## src/rtl/multiplexer_2to1.sv

```systemverilog
// multiplexer_2to1
//   Clocked 2-to-1 data steering primitive with select history for debug.
//   y = x ? b : a across all WIDTH bits. A registered copy of the select
//   (sel_q) and a saturating count of select changes (switch_cnt) are kept
//   in every build.
//
// Build option:
//   MULTIPLEXER_2TO1_OUTREG_EN defined   -> y is registered (1-cycle latency,
//                                           cleared by rst)
//   MULTIPLEXER_2TO1_OUTREG_EN undefined -> y is combinational (0 latency,
//                                           rst has no effect on y)
//
// Parameters:
//   WIDTH : data width of a, b, y (1..64)
//   CNT_W : width of the select-change counter (1..32)
//
// Ports:
//   clk        : clock, rising edge active
//   rst        : asynchronous active-high reset
//   a          : data selected when x = 0
//   b          : data selected when x = 1
//   x          : select
//   y          : multiplexed output
//   sel_q      : x sampled at the last rising edge
//   switch_cnt : number of select transitions since reset, saturating
module multiplexer_2to1 #(
  parameter int WIDTH = 1,
  parameter int CNT_W = 8
) (
  input  logic             clk,
  input  logic             rst,
  input  logic [WIDTH-1:0] a,
  input  logic [WIDTH-1:0] b,
  input  logic             x,
  output logic [WIDTH-1:0] y,
  output logic             sel_q,
  output logic [CNT_W-1:0] switch_cnt
);

  localparam logic [CNT_W-1:0] CNT_MAX = '1;

  logic [WIDTH-1:0] y_sel;

  // An unknown select propagates as X in simulation instead of silently
  // picking one input.
  always_comb begin
    y_sel = a;
    case (x)
      1'b0:    y_sel = a;
      1'b1:    y_sel = b;
      default: y_sel = {WIDTH{1'bx}};
    endcase
  end

  // The first edge after reset release compares x against the cleared
  // sel_q, so x=1 at that edge counts as one switch.
  always_ff @(posedge clk or posedge rst) begin
    if (rst) begin
      sel_q      <= 1'b0;
      switch_cnt <= '0;
    end else begin
      sel_q <= x;
      if ((x != sel_q) && (switch_cnt != CNT_MAX)) begin
        switch_cnt <= switch_cnt + CNT_W'(1);
      end
    end
  end

`ifdef MULTIPLEXER_2TO1_OUTREG_EN
  logic [WIDTH-1:0] y_q;

  always_ff @(posedge clk or posedge rst) begin
    if (rst) begin
      y_q <= '0;
    end else begin
      y_q <= y_sel;
    end
  end

  assign y = y_q;
`else
  assign y = y_sel;
`endif

endmodule

```

## config.mk

```make
export PLATFORM = sky130hd
export DESIGN_NAME = multiplexer_2to1
export DESIGN_NICKNAME = d
export VERILOG_FILES = /design/src/rtl/multiplexer_2to1.sv
export SDC_FILE = /design/constraint.sdc
export NUM_CORES = 1
export LEC_CHECK = 0
export ABC_AREA = 0
export CORE_AREA = 2 2 42 44
export CTS_CLUSTER_DIAMETER = 80
export DETAILED_ROUTE_END_ITERATION = 10
export DIE_AREA = 0 0 44 46
export MAX_ROUTING_LAYER = met4
export PLACE_DENSITY = 0.52
export SLEW_MARGIN = 15
export SYNTH_ARGS = -nofsm -noshare
export SYNTH_HDL_FRONTEND = slang
export SYNTH_SLANG_ARGS = --single-unit
```

## constraint.sdc

```tcl
create_clock -name clk -period 2.8 [get_ports clk]
set_input_delay 0.56 -clock clk [delete_from_list [all_inputs] [get_ports clk]]
set_output_delay 0.56 -clock clk [all_outputs]
set_load 0.05 [all_outputs]
```

==> flow_metrics.tcl <==
set metrics [dict create \
    status "finished clean" \
    instances_no_fill 70 \
    start_util 0.274 \
    grt_pass1_wl_mm 1.33 \
    clk_path_buf_depth 2 \
    antenna_found_initial 0 \
    vias_per_cell 4.86 \
    min_period_ns 2.22 \
    fin_skew_ns 0.00117 \
    ys_ff_latch 9 \
    diodes 0 \
    synth-adder-area-share 0.0283 \
    max_clock_freq_ghz 0.451 \
    h-tree-depth 1 \
    clock_latency_ns 0.26 \
    start_kind "primary input" \
    ant_nets 0 \
    syn_nets 41 \
    cts_buffers 3 \
    routed.top_layer "met4" \
    drc 0 \
    relSlewSlack 0.666 \
    met1Wirelength_um 371 \
    synth_area_leader_cell "dfrtp_1" \
    dp_cells 66 \
    core_area_sq_um 1610 \
    hpwl_um 596 \
    crit_type "primary input to primary output" \
    finalNetCount 60 \
    whs_ns 0.527 \
    cts_resized 0 \
    cts_num_sinks 9 \
    vias 340 \
    cts_root_buf "clkbuf_4" \
    yosysSeqAreaShare 0.510 \
    tns_ns 0 \
    dr.pass1.iters 2 \
    synth.top_cell.area_share 0.510 \
    met3WireLength_um 56 \
    drt-total-wl_um 785 \
    drive_gt1_frac 0.208 \
    synthXorXnorAreaFrac 0.0963 \
    min_path_type "register to register" \
    worstPathArrival_ns 1.66 \
    drv_cap 0 \
    avgSynthCellArea_sq_um 12.6 \
    die-area_sq_um 2020 \
    io_pins 15 \
    gp_congestion 0.659 \
    rsz0062_at_grt "false" \
    ys_warn_count 0 \
    setup_viol 0 \
    final_common_cell "clkdlybuf4s50_1" \
    fp.dieH_um 46 \
    powerDensity_nw_per_um2 1210 \
    track_usage 0.0985 \
    ir_drop_v 0.000628 \
    end_kind "primary output" \
    grt-ovfl-total 0 \
    required_ns 2.24 \
    row_count 15 \
    p_leak_nw 0.259 \
    netlist_area_sq_um 442 \
    hold_viol 0 \
    drtIter0Drc 2 \
    tightest_slew_ns 0.499 \
    synth.distinct_cells 22 \
    post_cts_buffers 0 \
    wire_per_inst_um 11.2 \
    finalCritPeriodShare 0.791 \
    portBuffers 14 \
    postCtsHoldBufs 0 \
    synth_top_family_by_area "simple AND/OR/NAND/NOR gates" \
    cts_tree "built" \
    area_growth_pct 41.9 \
    synth_mux_area_frac 0.0510 \
    layout.cells.most_common_list "clkdlybuf4s50_1, dfrtp_1, a21oi_1, clkbuf_4" \
    synth_simple_gate_area_frac 0.167 \
    dieWidth_um 44 \
    grt_pass1_vias 294 \
    wl_met2_um 347 \
    crit_fanout 3 \
    clk_pin_slew_ns 0.06 \
    synth_compound_area_frac 0.139 \
    synth_area_leaders "dfrtp_1, nand3_4, xnor2_1, xor2_2, a21oi_1" \
    synthCells 35 \
    timing.final.max_slew_violations 0 \
    grt_max_degree 10 \
]
==> layer usage <==
metal	global-route usage	up-vias
met2	0.124	12
met1	0.120	162
li1	-	164
met4	0.0727	0
met5	-	-
met3	0.0476	2
==> synth_stat cells <==
cell,number
a21oi_1,3
dfrtp_1,9
xor2_1,1
mux2_1,1
mux2_2,1
and3_4,1
ha_1,1
xnor2_1,2
o22a_1,1
nand2_1,2
nor2b_1,1
and4_4,1
xor2_2,1
inv_1,1
o21ai_2,1
nand3_4,1
a31oi_1,2
and2b_2,1
a41oi_1,1
and3_1,1
nand3_1,1
o21a_1,1
==> critical path, stage by stage <==
cell	delay (ns)
clkdlybuf4s50_1	0.55
mux2_2	0.35
buf_4	0.19
==> where the power goes <==
group	leakage, nW	total, mW	switching [mW]	internal (mW)
Combinational	0.134	0.415	0.262	0.153
Clock	0.0150	0.0971	0.0424	0.0547
Sequential	0.110	0.247	0.0649	0.182
==> metrics by stage <==
stage / utilization / setup slack [ns] / total power [mW] / instance area, sq um
after floorplan: - / 1.10 / 0.530 / 442
after CTS: 0.388 / 0.574 / 0.770 / 627
final: 0.388 / 0.585 / 0.760 / 627
after global placement: 0.372 / 0.601 / 0.665 / 601
after detailed placement: 0.372 / 0.582 / 0.665 / 601
after global routing: 0.388 / 0.548 / 0.810 / 627
==> state kept, by name, indices dropped and copies added, names as in the netlist <==
name,flops
switch_cnt,8
sel_q,1
==> cells by family (layout without fill, tap and decap cells) <==
| kind of cell | Yosys count | in the layout |
|---|---|---|
| AO/OA/AOI/OAI | 9 | 9 |
| flip-flops | 9 | 9 |
| AND/OR/NAND/NOR | 9 | 9 |
| XOR/XNOR | 4 | 4 |
| multiplexers | 2 | 2 |
| adder cells (fa/ha/maj) | 1 | 1 |
| buffers and inverters | 1 | 19 |
==> worst paths after layout <==
path / from / to / slack, ns / cells past startpoint
worst max register to register: switch_cnt[3] / switch_cnt[1] / 1.38 / 4
worst max-delay path: x / y / 0.58 / 3
worst min register to register: switch_cnt[5] / switch_cnt[5] / 0.53 / 1
min in group asynchronous: rst / switch_cnt[3] / 0.56 / 2
worst min-delay path: switch_cnt[5] / switch_cnt[5] / 0.53 / 1
max in group asynchronous: rst / switch_cnt[6] / 1.99 / 2
==> area by class of cell <==
type / instances / area [sq um]
Clock buffer: 4 / 26.3
Fill cell: 157 / 987
Inverter: 1 / 3.75
Multi-Input combinational cell: 25 / 213
Sequential cell: 9 / 225
Tap cell: 17 / 21.3
Timing Repair Buffer: 14 / 138
Power figures use the tool's default switching activity.
==> edit 1: new RTL, config.mk and constraints unchanged <==
Set the parameter `CNT_W` to 9 (it was 8).
--- a/src/rtl/multiplexer_2to1.sv
+++ b/src/rtl/multiplexer_2to1.sv
@@ -27,3 +27,3 @@
   parameter int WIDTH = 1,
-  parameter int CNT_W = 8
+  parameter int CNT_W = 9
 ) (
Ports: changed (resized switch_cnt); port bits go from 15 to 16. The function was not compared with the original's and may differ.
==> edit 1 against the unedited design <==
Area after synthesis up 8.5%; sequential power increased by 15%; routed wire length grew 14%; sequential cell count is 1 higher; count of clock-buffer cells in the layout shrank 1; power is 13% higher; critical path depth unchanged; worst setup slack better by 0.0083 ns; design area up 7.0%; critical path type unchanged; highest routed layer unchanged.
==> edit 1: results (changes against the unedited design) <==
Setup path
  • R2R Path Start: switch_cnt[0]$_DFFE_PP0P_
  • R2R Setup Slk: 1.01 ns (-0.37 ns)
  • R2R Path End: switch_cnt[7]$_DFFE_PP0P_
  • Worst R2R Path Depth: 7 (+3)

Synth
  • Seq/Total Area, Yosys: 52.22% (+1.2 points)
  • Top post-synthesis cells by area: dfrtp_1 52%, xor2_1 13%, mux2_2 7.0%, ha_1 5.2%, xnor2_2 3.4%
  • Top post-synthesis cells by count: 10 x dfrtp_1, 7 x xor2_1, 3 x mux2_2, 3 x nor2_1
  • Netlist cell types: 15 (-32%)
  • Cells after synthesis: 38 (+8.6%)

Route
  • Iter 0 DRT Violations: 1 (-1)
  • Via Count: 358 (+5.3%)
  • DR vias/cell: 4.904 (+0.97%)
  • DRT Wirelength: 891 µm (+14%)

Global routing
  • GRT Total Usage: 10.89% (+1.0 points)
  • Largest net degree at the start of global routing: 11 (+1)
  • Vias in the first global route: 344 (+17%)

Finish
  • Biggest regs: switch_cnt (9), sel_q (1)
  • Share of cells above drive strength 1: 17.86% (-2.9 points)
  • Nets@finish: 65 (+8.3%)

STA
  • Relative slew slack: 66.52% (-0.083 points)

Placement
  • # placed instances: 70 (+6.1%)
  • Port Buffers: 15 (+1)
  • HPWL after DPL: 682.7 µm (+15%)
  • Placed cell area: 648.1 µm² (+7.9%)
  • Setup WS pre-CTS: 0.5801 ns (-0.001723 ns)

Worst hold path
  • Worst Hold End: switch_cnt[6]$_DFFE_PP0P_
  • Hold Crit Start: switch_cnt[6]$_DFFE_PP0P_

Status
  • Status: finished clean

Power
  • Worst vdd ir: 0.0006963 V (+11%)
  • Static leakage: 0.2914 nW (+12%)
edit 1: per-layer routing:
metal	wire length (µm)	vias up	part of all wire [%]	global-route usage (%)
met4	15	0	1.7	5.455
met1	421	173	47	13.94
met5	0	-	0	-
met2	396	15	44	15.29
met3	57	2	6.4	3.571
li1	-	168	-	-
edit 1: worst max-delay path, delay by kind of cell:
kind | cells | cell delay, ns
multiplexers | 1 | 0.35
buffers and inverters | 2 | 0.74
edit 1: worst max-delay path by stage:
stage | to | start | slack, ns
2_1_floorplan | switch_cnt[1]$_DFFE_PP0P_ | switch_cnt[0]$_DFFE_PP0P_ | 0.87
3_3_place_gp | y | x | 0.61
3_5_place_dp | y | x | 0.58
4_1_cts | y | x | 0.58
5_1_grt | y | x | 0.55
6_report | y | x | 0.59
edit 1: cells by family after synthesis:
family	share of synthesized area (%)
xor gates and xnor gates	16.19
DFF	52.22
and+or+nand+nor	18.54
adders and majority gates	5.221
buffers and inverters	0.7825
muxes	7.049
edit 1: power breakdown:
group	total [mW]	switching [mW]	internal, mW	leakage [nW]
sequential	0.285	0.0773	0.208	0.119
combinational	0.473	0.303	0.169	0.158
clock	0.0973	0.0477	0.0496	0.0138
total	0.855	0.428	0.427	0.291
edit 1: area by class of cell:
| class | count | area (µm²) |
|---|---|---|
| clock buffers | 3 | 22.52 |
| multi-input cells | 27 | 225.2 |
| well taps | 17 | 21.27 |
| repair buffers | 15 | 147.6 |
| flip-flops and latches | 10 | 250.2 |
| inverters | 1 | 3.754 |
| fillers | 168 | 943.4 |
edit 1: through the flow:
stage	hold slack [ns]	util, %
floorplan	0.4002	-
global placement	0.4839	40.16
detailed placement	0.4882	40.16
CTS	0.4976	41.55
global route	0.5164	41.55
finish	0.4903	41.55
==> edit 2: new RTL, config.mk and constraints unchanged <==
Without the edit above. Register the output `switch_cnt` once more, cleared by the reset; this adds one clock of latency there. The other outputs are not delayed to match.
--- a/src/rtl/multiplexer_2to1.sv
+++ b/src/rtl/multiplexer_2to1.sv
@@ -41,2 +41,4 @@
 
+  logic [CNT_W-1:0] switch_cnt_s0;
+
   logic [WIDTH-1:0] y_sel;
@@ -59,7 +61,7 @@
       sel_q      <= 1'b0;
-      switch_cnt <= '0;
+      switch_cnt_s0 <= '0;
     end else begin
       sel_q <= x;
-      if ((x != sel_q) && (switch_cnt != CNT_MAX)) begin
-        switch_cnt <= switch_cnt + CNT_W'(1);
+      if ((x != sel_q) && (switch_cnt_s0 != CNT_MAX)) begin
+        switch_cnt_s0 <= switch_cnt_s0 + CNT_W'(1);
       end
@@ -84,2 +86,10 @@
 
+  always_ff @(posedge clk or posedge rst) begin
+    if (rst) begin
+      switch_cnt <= '0;
+    end else begin
+      switch_cnt <= switch_cnt_s0;
+    end
+  end
+
 endmodule
Behaviour: not the same (Yosys sat finds a counterexample within 4 cycles, from zero or initial values and one cycle with rst high).
==> edit 2 against the unedited design <==
Combinational power fell by 5.3%; sequential cell count up 8; area after synthesis is 44% higher; routed wire length is 14% higher; design area is 31% higher; clock skew about the same; power increased by 23%; global-route usage grew 1.7 points; worst setup slack better by 0.021 ns.
==> edit 2: results (changes against the unedited design) <==
Placement
  • Port Buffers: 14 (unchanged)
  • HPWL after DPL: 669.4 µm (+12%)
  • Setup WS pre-CTS: 0.5966 ns (+0.01475 ns)
  • GP Congestion: 0.7440 (+13%)

Global routing
  • GRT Total Usage: 11.52% (+1.7 points)
  • Vias in the first global route: 357 (+21%)
  • First-pass GRT wire length: 1.545 mm (+16%)
  • Antenna violations before repair: 0 (unchanged)
  • Largest net degree at the start of global routing: 18 (+8)

Setup path
  • Crit path capture: y
  • R2R Path End: switch_cnt_s0[1]$_DFFE_PP0P_
  • R2R Setup Slk: 1.34 ns (-0.04 ns)
  • Cell at the slowest stage of the critical path: clkdlybuf4s50_1
  • R2R Path Start: switch_cnt_s0[0]$_DFFE_PP0P_
  • Worst R2R Path Depth: 4 (unchanged)
  • Crit path max-delay family: buffers and inverters
  • Crit path DAT: 1.63 ns (-0.03 ns)

Route
  • DR vias/cell: 4.855 (about the same)
  • WL met3: 57 µm (+1.8%)
  • Metal-1 WL: 413 µm (+11%)
  • TritonRoute pass-1 iters: 2 (unchanged)
  • Routed WL per cell: 10.77 µm (-4.0%)
  • DRC: 0 (unchanged)
  • Iter 0 DRT Violations: 4 (+2)
  • Wire length on met2: 418 µm (+20%)

Finish
  • N_diodes: 0 (unchanged)
  • Nets@finish: 73 (+22%)
  • Biggest regs: switch_cnt (8), switch_cnt_s0 (8), sel_q (1)
  • Share of cells above drive strength 1: 13.64% (-7.1 points)

Synth
  • Netlist cell types: 18 (-18%)
  • Top post-synthesis cells by count: 17 x dfrtp_1, 4 x mux2_2, 4 x nor2_1
  • Syn nets: 54 (+32%)
  • Top post-synthesis cells by area: dfrtp_1 67%, mux2_2 7.1%, xor2_1 2.8%, xor2_2 2.6%, a21oi_1 2.4%
  • Ys async rst share: 100.0% (unchanged)
  • Seq/Total Area, Yosys: 66.93% (+16 points)

Worst hold path
  • HP Class: reg2reg

Power
  • Static leakage: 0.3687 nW (+42%)
  • Worst vdd ir: 0.0005280 V (-16%)

Clocking
  • Clk_lat worst skew: 0.28 ns (+0.02 ns)
  • Clk slew on worst S/H paths: 0.09 ns (+0.03 ns)

Status
  • Status: finished clean

STA
  • Setup ws final: 0.6055 ns (+0.02092 ns)
  • Clock skew: 0.001129 ns (-0.00004211 ns)
  • Relative slew slack: 60.36% (-6.2 points)

Job
  • Max-Cap Viols: 0 (unchanged)
## edit 2: cell types whose count changed after synthesis, moves of 2 or more
cell / delta
nor2_1: +4
mux2_2: +3
dfrtp_1: +8
nand4_1: +2
## edit 2: per-layer routing
metal | vias up | global-route usage [%]
li1 | 201 | -
met1 | 187 | 13.88
met2 | 13 | 16.76
met3 | 2 | 3.571
met4 | 0 | 7.273
met5 | - | -
## edit 2: area by class of cell
| cell class | count | area (µm²) |
|---|---|---|
| flip-flops and latches | 17 | 425.4 |
| inverters | 1 | 3.754 |
| multi-input cells | 30 | 206.4 |
| fillers | 152 | 793.3 |
| clock buffers | 4 | 26.28 |
| repair buffers | 14 | 137.6 |
| well taps | 17 | 21.27 |
## edit 2: logic make-up (layout without fill, tap and decap cells)
logic type / count (synthesis) / count (layout) / share of synthesized area, %
AO/OA/AOI/OAI: 6 / 6 / 4.920
buffers and inverters: 1 / 19 / 0.5900
flip-flops: 17 / 17 / 66.93
multiplexers: 4 / 4 / 7.086
AND/OR/NAND/NOR: 15 / 15 / 11.81
XOR/XNOR: 4 / 4 / 6.694
adder cells (fa/ha/maj): 1 / 1 / 1.968
## edit 2: how the worst min path moves through the flow
stage | depth (start not counted) | slack [ns] | startpoint | to
after floorplan | 0 | 0.39 | switch_cnt_s0[1]$_DFFE_PP0P_ | switch_cnt[1]$_DFF_PP0_
after global placement | 0 | 0.42 | switch_cnt_s0[1]$_DFFE_PP0P_ | switch_cnt[1]$_DFF_PP0_
after detailed placement | 0 | 0.42 | switch_cnt_s0[1]$_DFFE_PP0P_ | switch_cnt[1]$_DFF_PP0_
after CTS | 0 | 0.44 | switch_cnt_s0[1]$_DFFE_PP0P_ | switch_cnt[1]$_DFF_PP0_
after global routing | 0 | 0.46 | switch_cnt_s0[1]$_DFFE_PP0P_ | switch_cnt[1]$_DFF_PP0_
final | 0 | 0.45 | switch_cnt_s0[1]$_DFFE_PP0P_ | switch_cnt[1]$_DFF_PP0_
## edit 2: report_power, final
part           leakage (nW)  internal (mW)  total (mW)  switching (mW)
sequential            0.209          0.343       0.415          0.0720
combinational         0.144          0.146       0.393           0.248
clock                0.0150         0.0553       0.125          0.0695
## edit 2: per-stage QoR
| step | std cells | total power, mW | cell area [µm²] | utilization (%) |
|---|---|---|---|---|
| 2_1_floorplan | 48 | 0.6851 | 635.6 | - |
| 3_3_place_gp | 79 | 0.8188 | 794.5 | 49.22 |
| 3_5_place_dp | 79 | 0.8184 | 794.5 | 49.22 |
| 4_1_cts | 83 | 0.9467 | 820.8 | 50.85 |
| 5_1_grt | 83 | 0.9998 | 820.8 | 50.85 |
| 6_report | 83 | 0.9334 | 820.8 | 50.85 |
